`src/rtl/risc_loader_pkg.sv`:
```
// Shared definitions for the VERI_RISC program loader: FSM states, memory geometry,
// CPU opcode constants and the length-byte clamp helper.
package risc_loader_pkg;

    localparam int ADDR_W    = 5;
    localparam int DATA_W    = 8;
    localparam int MEM_DEPTH = 32;
    localparam int CNT_W     = 16;

    typedef enum logic [2:0] {
        ST_IDLE,
        ST_LOAD,
        ST_CPURST,
        ST_RUN,
        ST_DONE
    } state_t;

    typedef enum logic [2:0] {
        HLT = 3'd0,
        SKZ = 3'd1,
        ADD = 3'd2,
        AND = 3'd3,
        XOR = 3'd4,
        LDA = 3'd5,
        STO = 3'd6,
        JMP = 3'd7
    } opcode_t;

    // Index of the final byte to load; lengths beyond the memory depth fill it completely.
    function automatic logic [ADDR_W-1:0] last_index(input logic [DATA_W-1:0] len);
        if (len > DATA_W'(MEM_DEPTH))
            return ADDR_W'(MEM_DEPTH - 1);
        else
            return ADDR_W'(len - 8'd1);
    endfunction

endpackage

```
`src/rtl/risc_loader_cnt.sv`:
```
// Saturating run-cycle counter with synchronous clear and count enable.
module risc_loader_cnt
    import risc_loader_pkg::*;
(
    input  logic             clk,
    input  logic             rst,
    input  logic             clr,
    input  logic             en,
    output logic [CNT_W-1:0] count
);

    always_ff @(posedge clk or negedge rst) begin
        if (!rst)
            count <= '0;
        else if (clr)
            count <= '0;
        else if (en && count != '1)
            count <= count + 1'b1;
    end

endmodule

```
`src/rtl/risc_loader.sv`:
```
// Streams a length-prefixed program into VERI_RISC memory, resets the CPU, then times
// its run until halt or TIMEOUT.
module risc_loader
    import risc_loader_pkg::*;
#(
    parameter logic [15:0] TIMEOUT = 16'd1000,
    parameter int          RST_CYC = 2
) (
    input  logic              clk,
    input  logic              rst,
    input  logic [DATA_W-1:0] in_data,
    input  logic              in_valid,
    output logic              in_ready,
    output logic [ADDR_W-1:0] mem_addr,
    output logic [DATA_W-1:0] mem_wdata,
    output logic              mem_we,
    output logic              cpu_rst,
    input  logic              cpu_halt,
    output logic              done,
    output logic              timed_out,
    output logic [CNT_W-1:0]  cycles
);

    localparam logic [7:0] RST_LAST = 8'(RST_CYC - 1);

    state_t            state, state_nxt;
    logic [ADDR_W-1:0] k, last_k;
    logic [7:0]        rst_cnt;
    logic [CNT_W-1:0]  run_cnt;
    logic              take_len, take_byte, cnt_clr, cnt_en, fin_halt, fin_timeout;

    risc_loader_cnt u_cnt (
        .clk   (clk),
        .rst   (rst),
        .clr   (cnt_clr),
        .en    (cnt_en),
        .count (run_cnt)
    );

    always_ff @(posedge clk or negedge rst) begin
        if (!rst)
            state <= ST_IDLE;
        else
            state <= state_nxt;
    end

    always_comb begin
        state_nxt   = state;
        in_ready    = 1'b0;
        cpu_rst     = 1'b0;
        done        = 1'b0;
        take_len    = 1'b0;
        take_byte   = 1'b0;
        cnt_clr     = 1'b0;
        cnt_en      = 1'b0;
        fin_halt    = 1'b0;
        fin_timeout = 1'b0;
        case (state)
            ST_IDLE, ST_DONE: begin
                in_ready = 1'b1;
                cpu_rst  = (state == ST_IDLE);
                done     = (state == ST_DONE);
                if (in_valid) begin
                    take_len  = 1'b1;
                    state_nxt = (in_data == '0) ? ST_CPURST : ST_LOAD;
                end
            end
            ST_LOAD: begin
                in_ready = 1'b1;
                cpu_rst  = 1'b1;
                if (in_valid) begin
                    take_byte = 1'b1;
                    if (k == last_k)
                        state_nxt = ST_CPURST;
                end
            end
            ST_CPURST: begin
                cpu_rst = 1'b1;
                cnt_clr = 1'b1;
                if (rst_cnt == RST_LAST)
                    state_nxt = ST_RUN;
            end
            ST_RUN: begin
                // A halt seen in the same cycle as the limit takes priority.
                if (cpu_halt) begin
                    fin_halt  = 1'b1;
                    state_nxt = ST_DONE;
                end else if (run_cnt >= TIMEOUT) begin
                    fin_timeout = 1'b1;
                    state_nxt   = ST_DONE;
                end else begin
                    cnt_en = 1'b1;
                end
            end
            default: state_nxt = ST_IDLE;
        endcase
    end

    always_ff @(posedge clk or negedge rst) begin
        if (!rst) begin
            k         <= '0;
            last_k    <= '0;
            rst_cnt   <= '0;
            mem_addr  <= '0;
            mem_wdata <= '0;
            mem_we    <= 1'b0;
            timed_out <= 1'b0;
            cycles    <= '0;
        end else begin
            mem_we  <= take_byte;
            rst_cnt <= (state == ST_CPURST) ? rst_cnt + 8'd1 : 8'd0;
            if (take_len) begin
                last_k    <= last_index(in_data);
                k         <= '0;
                timed_out <= 1'b0;
                cycles    <= '0;
            end
            if (take_byte) begin
                mem_addr  <= k;
                mem_wdata <= in_data;
                k         <= k + 1'b1;
            end
            if (fin_halt) begin
                cycles    <= run_cnt;
                timed_out <= 1'b0;
            end
            if (fin_timeout) begin
                cycles    <= TIMEOUT;
                timed_out <= 1'b1;
            end
        end
    end

endmodule

```
`config.mk`:
```
export PLATFORM = sky130hd
export DESIGN_NAME = risc_loader
export DESIGN_NICKNAME = d
export VERILOG_FILES = /design/src/rtl/risc_loader_pkg.sv /design/src/rtl/risc_loader_cnt.sv /design/src/rtl/risc_loader.sv
export SDC_FILE = /design/constraint.sdc
export NUM_CORES = 1
export LEC_CHECK = 0
export CAP_MARGIN = 20
export CORE_MARGIN = 2
export CORE_UTILIZATION = 25
export CTS_CLUSTER_DIAMETER = 50
export DETAILED_ROUTE_END_ITERATION = 10
export MAX_ROUTING_LAYER = met4
export PLACE_DENSITY_LB_ADDON = 0.08
export SKIP_LAST_GASP = 1
export SLEW_MARGIN = 20
export SYNTH_ARGS = -nofsm -noshare
export SYNTH_HDL_FRONTEND = slang
export SYNTH_SLANG_ARGS = --single-unit
```
`constraint.sdc`:
```
create_clock -name clk -period 3.7 [get_ports clk]
set_clock_uncertainty 0.1 [all_clocks]
set_input_delay 0.925 -clock clk [delete_from_list [all_inputs] [get_ports clk]]
set_output_delay 0.925 -clock clk [all_outputs]
set_load 0.01 [all_outputs]
```
# [Yosys cells after proc, flatten, opt, wreduce, memory -nomap -nowiden]
# Index checks and enable logic that the tools add are counted.
[word_totals] regBits=68 in_bits=12
[op_classes] order_cmp=2 mux=35 n_addsub=4 reduce_logical=10 eq_ne=12
[ops] operator="16-bit two-way mux" n=5
[ops] operator="3-bit two-way mux" n=6
[ops] operator="1-bit two-way mux" n=17
[ops] operator="16-bit by 1-bit adder with 16-bit output (second input constant)" n=1
[ops] operator="16-bit by 10-bit greater-or-equal comparator with 1-bit output (second input constant)" n=1
[ops] operator="16-bit inequality test (second input constant)" n=1
[ops] operator="5-bit two-way mux" n=3
[ops] operator="3-bit case mux with 4 select lines" n=1
[ops] operator="8-bit by 1-bit adder with 8-bit output (second input constant)" n=1
[ops] operator="8-bit by 1-bit equality test with 1-bit output (second input constant)" n=1
[ops] operator="8-bit by 6-bit greater-than comparator with 1-bit output (second input constant)" n=1
[ops] operator="8-bit zero test" n=1
[ops] operator="8-bit two-way mux" n=1
[ops] operator="2-bit inequality test (second input constant)" n=4
[ops] operator="3-bit by 2-bit equality test with 1-bit output (second input constant)" n=2
[ops] operator="5-bit by 1-bit adder with 5-bit output (second input constant)" n=1
[ops] operator="5-bit equality test" n=1
[ops] operator="5-bit AND reduction" n=1
[ops] operator="5-bit by 1-bit subtractor with 5-bit output (second input constant)" n=1
[ops] operator="2-bit nonzero test" n=2
[ops] operator="2-bit OR reduction" n=2
[ops] operator="3-bit by 1-bit equality test with 1-bit output (second input constant)" n=1
[ops] operator="3-bit equality test (second input constant)" n=1
[ops] operator="3-bit zero test" n=1
[ops] operator="6 further kinds" n=6

# [Longest topological paths before layout]
# Gate-level depths: netlist of run 1.
[depth] ltp_word=7 ltp_mapped=7 ltp_nobuf=7

# [Modules after synthesis]
# A second synthesis of run 1 with hierarchy kept.
[hier_totals] hier_cells=307 hier_area_um2=3310.7
[by_module_without_submodules] mod="risc_loader" cells_each=209 seq_area_each_um2=1301.2 area_per_inst_um2=2368.5 instances=1
[by_module_without_submodules] mod="risc_loader_cnt" cells_each=98 seq_area_each_um2=400.4 area_per_inst_um2=942.2 instances=1

# [Least setup slack after synthesis of run 1]
# No wires, ideal clock.
[synth_path] path_kind="input to register" start="in in_data[0]" end="reg last_k[0]" required_time_ns=3.441 setup_ns=0.159 t_arrival_ns=2.263 path_slack_ns=1.178 stages=6 path_cell_list="inv_1 -> ha_1 -> nor2b_1 -> nand2_1 -> a2111oi_0 -> a21oi_1"
[synth_between] elab_chain_len=2
[synth_lines] item="start, declared" line="risc_loader.sv:11" text="input logic [DATA_W-1:0] in_data,"
[synth_lines] item="8-bit by 6-bit greater-than comparator with 1-bit output / 5-bit by 1-bit subtractor with 5-bit output (equally long branches)" line="risc_loader_pkg.sv:31, risc_loader_pkg.sv:34"
[synth_lines] item="5-bit two-way mux *" line="risc_loader_pkg.sv:31" text="if (len > DATA_W'(MEM_DEPTH))"
[synth_lines] item="end signal, assigned" line="risc_loader.sv:113" text="last_k <= last_index(in_data);"
[synth_lines] item="end, declared" line="risc_loader.sv:27" text="logic [ADDR_W-1:0] k, last_k;"
# Every way passes the cells marked *; elsewhere a longest branch is shown, timed or not.
# A chain may end at the register's enable or synchronous reset.

# [Worst setup path in the final report of run 1]
[layout_path] start="in cpu_halt" end="reg cycles[4]"
[layout_between] elab_chain_len=4
[layout_lines] item="start, declared" line="risc_loader.sv:18" text="input logic cpu_halt,"
[layout_lines] item="1-bit two-way mux" line="risc_loader.sv:85" text="if (cpu_halt) begin"
[layout_lines] item="1-bit two-way mux" line="risc_loader.sv:58" text="case (state)"
[layout_lines] item="16-bit two-way mux" line="risc_loader.sv:123" text="if (fin_halt) begin"
[layout_lines] item="16-bit two-way mux" line="risc_loader.sv:127" text="if (fin_timeout) begin"
[layout_lines] item="end signal, assigned" line="risc_loader.sv:124" text="cycles <= run_cnt;"
[layout_lines] item="end, declared" line="risc_loader.sv:21" text="output logic [CNT_W-1:0] cycles"
# Several ways; a longest one is shown, not always the timed one.

==> results of run 1 <==
==> power by group through the flow <==
stage	clock network, uW	logic [uW]	registers [uW]
after detailed placement	0	776	1030
after global placement	0	778	1030
after floorplan	0	457	1000
after global routing	1080	858	1040
after CTS	1040	779	1020
final	1010	761	1020
==> sequential cells by signal, indices dropped and copies added, names as in the netlist <==
name	flops
k	5
cycles	16
state	3
mem_wdata	8
mem_addr	5
timed_out	1
mem_we	1
rst_cnt	8
u_cnt.count	16
last_k	5
==> logic make-up after synthesis <==
family / Yosys count / synth area share
DFF: 68 / 0.5560
buffers and inverters: 20 / 0.02494
muxes: 13 / 0.04702
xor gates and xnor gates: 19 / 0.05437
AOI/OAI and AO/OA: 53 / 0.1222
adders and majority gates: 7 / 0.02862
and+or+nand+nor: 104 / 0.1668
==> critical path, cell delays in order <==
cell,delay (ns)
clkdlybuf4s50_1,0.43
or3_4,0.40
or3_4,0.48
a31oi_2,0.53
a22o_1,0.22
==> cell usage in the layout (no fill, tap or decap), types with 3 or more instances in the layout <==
cell type | netlist | layout
o21ai_0 | 11 | 11
nand3_1 | 10 | 10
o211ai_1 | 7 | 7
clkbuf_16 | 0 | 9
nor4_1 | 4 | 4
and3_1 | 4 | 4
a22o_1 | 11 | 11
buf_4 | 0 | 5
bufinv_16 | 0 | 3
clkdlybuf4s50_1 | 0 | 44
dfrtp_1 | 68 | 68
nor3_1 | 4 | 4
inv_1 | 7 | 7
nor2_1 | 27 | 27
xor2_1 | 7 | 7
xnor2_1 | 12 | 12
nand2b_1 | 3 | 3
a21oi_1 | 9 | 9
a31oi_1 | 3 | 3
nor2b_1 | 3 | 3
and2_1 | 7 | 7
nand2_1 | 33 | 33
mux2_2 | 11 | 11
ha_1 | 7 | 7
==> through the flow <==
step           power [uW]  setup WS [ns]  hold slack [ns]
2_1_floorplan        1462          1.178           0.3739
4_1_cts              2841         0.8738           0.3964
3_5_place_dp         1805         0.5215           0.3763
5_1_grt              2978         0.7861           0.4171
6_report             2790         0.8915           0.3920
3_3_place_gp         1804         0.5672           0.3775
==> cell type report <==
type                    count  area share
repair buffers             50      0.1199
clock buffers              12     0.06366
well taps                 147     0.04565
inverters                   7    0.006522
flip-flops and latches     68      0.4224
multi-input cells         196      0.3183
clock inverters             4     0.02360
==> per-layer routing <==
layer	global-route usage	vias up
met5	-	-
met4	0.07073	0
met3	0.03282	14
met2	0.1826	49
met1	0.1672	1065
li1	-	1102
==> path summary, 6_finish.rpt <==
kind / cells after the start / slack (ns) / startpoint / end
worst max register to register: 7 / 1.15 / rst_cnt[1] / cycles[4]
max in group asynchronous: 2 / 2.22 / rst / cycles[1]
min in group asynchronous: 2 / 0.69 / rst / rst_cnt[7]
worst min-delay path: 2 / 0.39 / mem_wdata[1] / mem_wdata[1]
worst min register to register: 2 / 0.39 / mem_wdata[1] / mem_wdata[1]
worst max-delay path: 5 / 0.89 / cpu_halt / cycles[4]
==> summary.md, run 1 <==
| Metric | Value |
|---|---|
| H-tree levels | 3 |
| Routed wl met3 | 292 um |
| CTS Root Cell | clkbuf_16 |
| Num rows | 40 |
| TritonCTS Buffers | 9 |
| Fmax | 356.1 MHz |
| Fillcell total | 1227 |
| Fin crit share | 0.7590 |
| Top-area cell type share of the netlist area | 0.5560 |
| Post-DP HPWL | 4.869 mm |
| Endpoint class of the critical path | flip-flop |
| Layout Utilization | 0.3368 |
| Top post-synthesis cells by area | dfrtp_1 56%, nand2_1 4.0%, mux2_2 4.0% |
| Count leader, synth | dfrtp_1 |
| Vias in the first global route | 2344 |
| Gr usage total | 0.1287 |
| CTS tree | built |
| Cts repair resizes | 0 |
| Worst min-delay path class | flip-flop to flip-flop |
| Post-synth top area cell | dfrtp_1 |
| Rel. slew slack | 0.4044 |
| Post-Synthesis Cell Area | 3060 um^2 |
| Cells after DPL | 468 |
| First-pass GRT wire length | 12.44 mm |
| Synth-to-layout area growth | 31.64% |
| Die height | 114.6 um |
| CTS Hold Bufs | 0 |
| Pwr Density | 692.5 nW/um^2 |
| I/O pin count | 46 |
| Post-CTS setup buffers | 0 |
| Port Buffers | 45 |
| CP Data Required Time | 3.87 ns |
| Final Hold Viols | 0 |
| Sw Pwr | 853.9 uW |
| Area of the multi-input gates | 1282 um^2 |
| Final cell count without fillers | 484 |
| Worst skew pair latency | 0.34 ns |
| Primary FF master, synth | dfrtp_1 |
| Reg power frac | 0.364 |
| DIE AREA | 13140 um^2 |
| Top Layer Used | met4 |
| Synthesized net count | 303 |
| Leak | 0.001760 uW |
| Worst-path fanout max | 12 |
| Outcome | completed |
| Antenna violations before repair | 0 |
| Arr. time, crit path | 2.98 ns |
| Sequential share of the synthesized area | 0.5560 |
| Iteration count of the initial detailed-routing pass | 4 |
| ANT nets after route | 0 |
| Clock-pin transition on the worst setup and hold timing paths | 0.06 ns |
| Worst-Margin Slew | 0.8934 ns |
| Unique cell type count in the Yosys netlist | 41 |
| Die Wd | 114.6 um |
| WL/cell | 14.95 um |
| Initial Util | 0.2559 |
| Final Instance Area | 4029 um^2 |
| Yosys Warn Count | 0 |
| Layout cells sized above 1 | 0.1128 |
| Register area | 1702 um^2 |
| Via count | 2230 |
| Commonest cells post-synth | 68 x dfrtp_1, 33 x nand2_1, 27 x nor2_1, 12 x xnor2_1 |
| Syn Area/Cell | 10.78 um^2 |
| Number of nets in the layout | 351 |
| # diodes | 0 |
| Asr flop ratio synth | 1.000 |
| Pin count of the biggest net entering global routing | 69 |
| Count of final setup violators | 0 |
| WS Path Type | primary input to flip-flop |
| GRT overflow | 0 |
| Met2 WL | 3.177 mm |
| CTS Buffer Depth | 2 |
| Clock Sinks | 68 |
| Tmin final | 2.808 ns |
| Core ar. | 11960 um^2 |
| Startpoint types | primary input |
| RSZ-0062 raised after global routing | no |
| Dpl cell area | 3677 um^2 |
| Final Slew Violations | 0 |
| DRT met1 WL | 3.589 mm |
| Max Cap Viol | 0 |
| Post-synth EDFFs | 0 |
| Synthesized flop and latch total | 68 |
| Combinational share of power | 0.273 |
| Switching Fraction | 0.3060 |
| Final GP Congestion | 0.7268 |
| Power Internal | 1936 uW |
| WL final | 7.234 mm |
| Via-to-Cell Ratio | 4.607 |
| TNS Setup | 0 ns |
| # DRC | 0 |
| Initial DRC count | 94 |
| Worst vdd ir | 0.0003321 V |
| Cells after Synth | 284 |
| Clock share of power | 0.363 |
Power figures use the tool's default switching activity.
==> run 2: changes to the inputs <==
==> constraint.sdc (replaced) <==
create_clock -name clk -period 2.9 [get_ports clk]
set_clock_uncertainty 0.1 [all_clocks]
set_input_delay 0.725 -clock clk [delete_from_list [all_inputs] [get_ports clk]]
set_output_delay 0.725 -clock clk [all_outputs]
set_load 0.01 [all_outputs]
==> run 2 against run 1 <==
Effect of this change: combinational power grew 33%; sequential power grew 26%; setup slack lost 0.53 ns; cell area grew 0.62%; sequential share of layout area shrank 0.26 points; final cell count grew 1.2%; clock power grew 17%; worst hold slack lost 0.086 ns; clock-buffer cell count is the same; flip-flop and latch count is the same; global-route usage shrank 0.26 points.
==> summary.md, run 2 (synthesis gave the netlist of run 1 again) <==
| Metric | Value |
|---|---|
| Outcome | completed |
| Post-CTS setup buffers | 0 |
| Vias in the first global route | 2302 |
| TNS Setup | 0 ns |
| WL/cell | 14.86 um |
| Die height | 114.6 um |
| ANT nets after route | 0 |
| Cts repair resizes | 0 |
| CTS Hold Bufs | 0 |
| Worst-path fanout max | 13 |
| H-tree levels | 3 |
| Antenna violations before repair | 0 |
| Critical path startpoint | state[0] |
| Reg2reg end | cycles[4] |
| Core ar. | 11960 um^2 |
| Fmax | 393.3 MHz |
| Worst vdd ir | 0.0004831 V |
| Commonest non-fill, non-tap cells in the layout | 68 x dfrtp_1, 44 x clkdlybuf4s50_1, 33 x nand2_1 |
| I/O pin count | 46 |
| WL final | 7.279 mm |
| Port Buffers | 45 |
| # DRC | 0 |
| Arr. time, crit path | 1.72 ns |
| First-pass GRT wire length | 12.13 mm |
| Iteration count of the initial detailed-routing pass | 4 |
| R2R Path Start | rst_cnt[1] |
| Cells after DPL | 474 |
| Startpoint types | flip-flop |
| Final Slew Violations | 0 |
| Die Wd | 114.6 um |
| Layout cells sized above 1 | 0.1254 |
| Commonest non-fill, non-tap cell in the layout | dfrtp_1 |
| Gr usage total | 0.1261 |
| TritonCTS Buffers | 9 |
| Fin crit share | 0.8767 |
| CTS Root Cell | clkbuf_16 |
| Clock Sinks | 68 |
| Tmin final | 2.542 ns |
| Pin count of the biggest net entering global routing | 45 |
| Via count | 2231 |
| Rel. slew slack | 0.4960 |
| CTS Buffer Depth | 2 |
| Via-to-Cell Ratio | 4.553 |
| DIE AREA | 13140 um^2 |
| Num rows | 40 |
| Area of the multi-input gates | 1282 um^2 |
| Reg-to-reg slack, setup | 0.39 ns |
| Worst-Margin Slew | 0.7544 ns |
| Max Cap Viol | 0 |
| Post-DP HPWL | 5.008 mm |
| Final GP Congestion | 0.7183 |
| Count of final setup violators | 0 |
| Number of nets in the layout | 357 |
| Register area | 1702 um^2 |
| Final Hold Viols | 0 |
| Clock-pin transition on the worst setup and hold timing paths | 0.06 ns |
| Worst min-delay path class | primary input to asynchronous set/reset pin |
| Worst skew pair latency | 0.34 ns |
| # diodes | 0 |
| RSZ-0062 raised after global routing | no |
| Final cell count without fillers | 490 |
| Pwr Density | 858.8 nW/um^2 |
| Reg2reg path depth | 8 |
| CTS tree | built |
| Top flop regs | cycles: 16 flops, u_cnt.count: 16 flops |
| Endpoint class of the critical path | output pin |
| CP Data Required Time | 2.08 ns |
| Fillcell total | 1216 |
| GRT overflow | 0 |
| Synth-to-layout area growth | 32.46% |
| Leak | 0.001773 uW |
| Initial Util | 0.2559 |
| WS Path Type | flip-flop to output pin |
| Initial DRC count | 74 |
## run 2: cell count changes in the layout (fill, tap and decap cells not counted), sizes merged
cell,delta
buf,+6
bufinv,-1
clkinvlp,+1
## run 2: worst max-delay path, stage by stage (launching register included)
cell             delay, ns
dfrtp_1               0.52
a21oi_1               0.27
clkdlybuf4s50_1       0.60
## run 2: report_power, final
| group | total [uW] | leakage [uW] | switching, uW | internal, uW |
|---|---|---|---|---|
| Sequential | 1290 | 0.000902 | 172 | 1120 |
| Combinational | 1010 | 0.000718 | 511 | 496 |
| Clock | 1180 | 0.000153 | 407 | 775 |
## run 2: area by class of cell
| cell class | instances | area share |
|---|---|---|
| inverter | 7 | 0.006481 |
| sequential | 68 | 0.4198 |
| clock buffer | 12 | 0.06080 |
| timing repair buffer | 56 | 0.1333 |
| tap | 147 | 0.04537 |
| clock inverter | 4 | 0.01790 |
| multi-input combinational | 196 | 0.3164 |
## run 2: metrics by stage
stage            util  power [uW]  instance area, um^2  worst slack (ns)  hold slack [ns]
6_report       0.3389        3481                 4054            0.3577           0.3055
5_1_grt        0.3389        3712                 4054            0.2650           0.3569
4_1_cts        0.3389        3545                 4054            0.3256           0.3220
3_5_place_dp   0.3122        2331                 3735           0.05310           0.3771
3_3_place_gp   0.3122        2339                 3735           0.06576           0.3767
2_1_floorplan       -        1865                 3060            0.5776           0.3294
## run 2: worst max path at each step
stage | endpoint | slack, ns | cells after the start
3_3_place_gp | u_cnt.count[5] | 0.07 | 5
5_1_grt | in_ready | 0.27 | 2
2_1_floorplan | last_k[0] | 0.58 | 6
4_1_cts | in_ready | 0.33 | 2
3_5_place_dp | u_cnt.count[5] | 0.05 | 5
6_report | in_ready | 0.36 | 2
## run 2: metal layers
metal / vias to the layer above / routed length [um] / share of wire / GRT usage
met3: 9 / 390 / 0.054 / 0.05029
met1: 1072 / 3524 / 0.48 / 0.1529
met5: - / 0 / 0 / -
met2: 46 / 3249 / 0.45 / 0.1893
met4: 0 / 115 / 0.016 / 0.04634
li1: 1104 / - / - / -
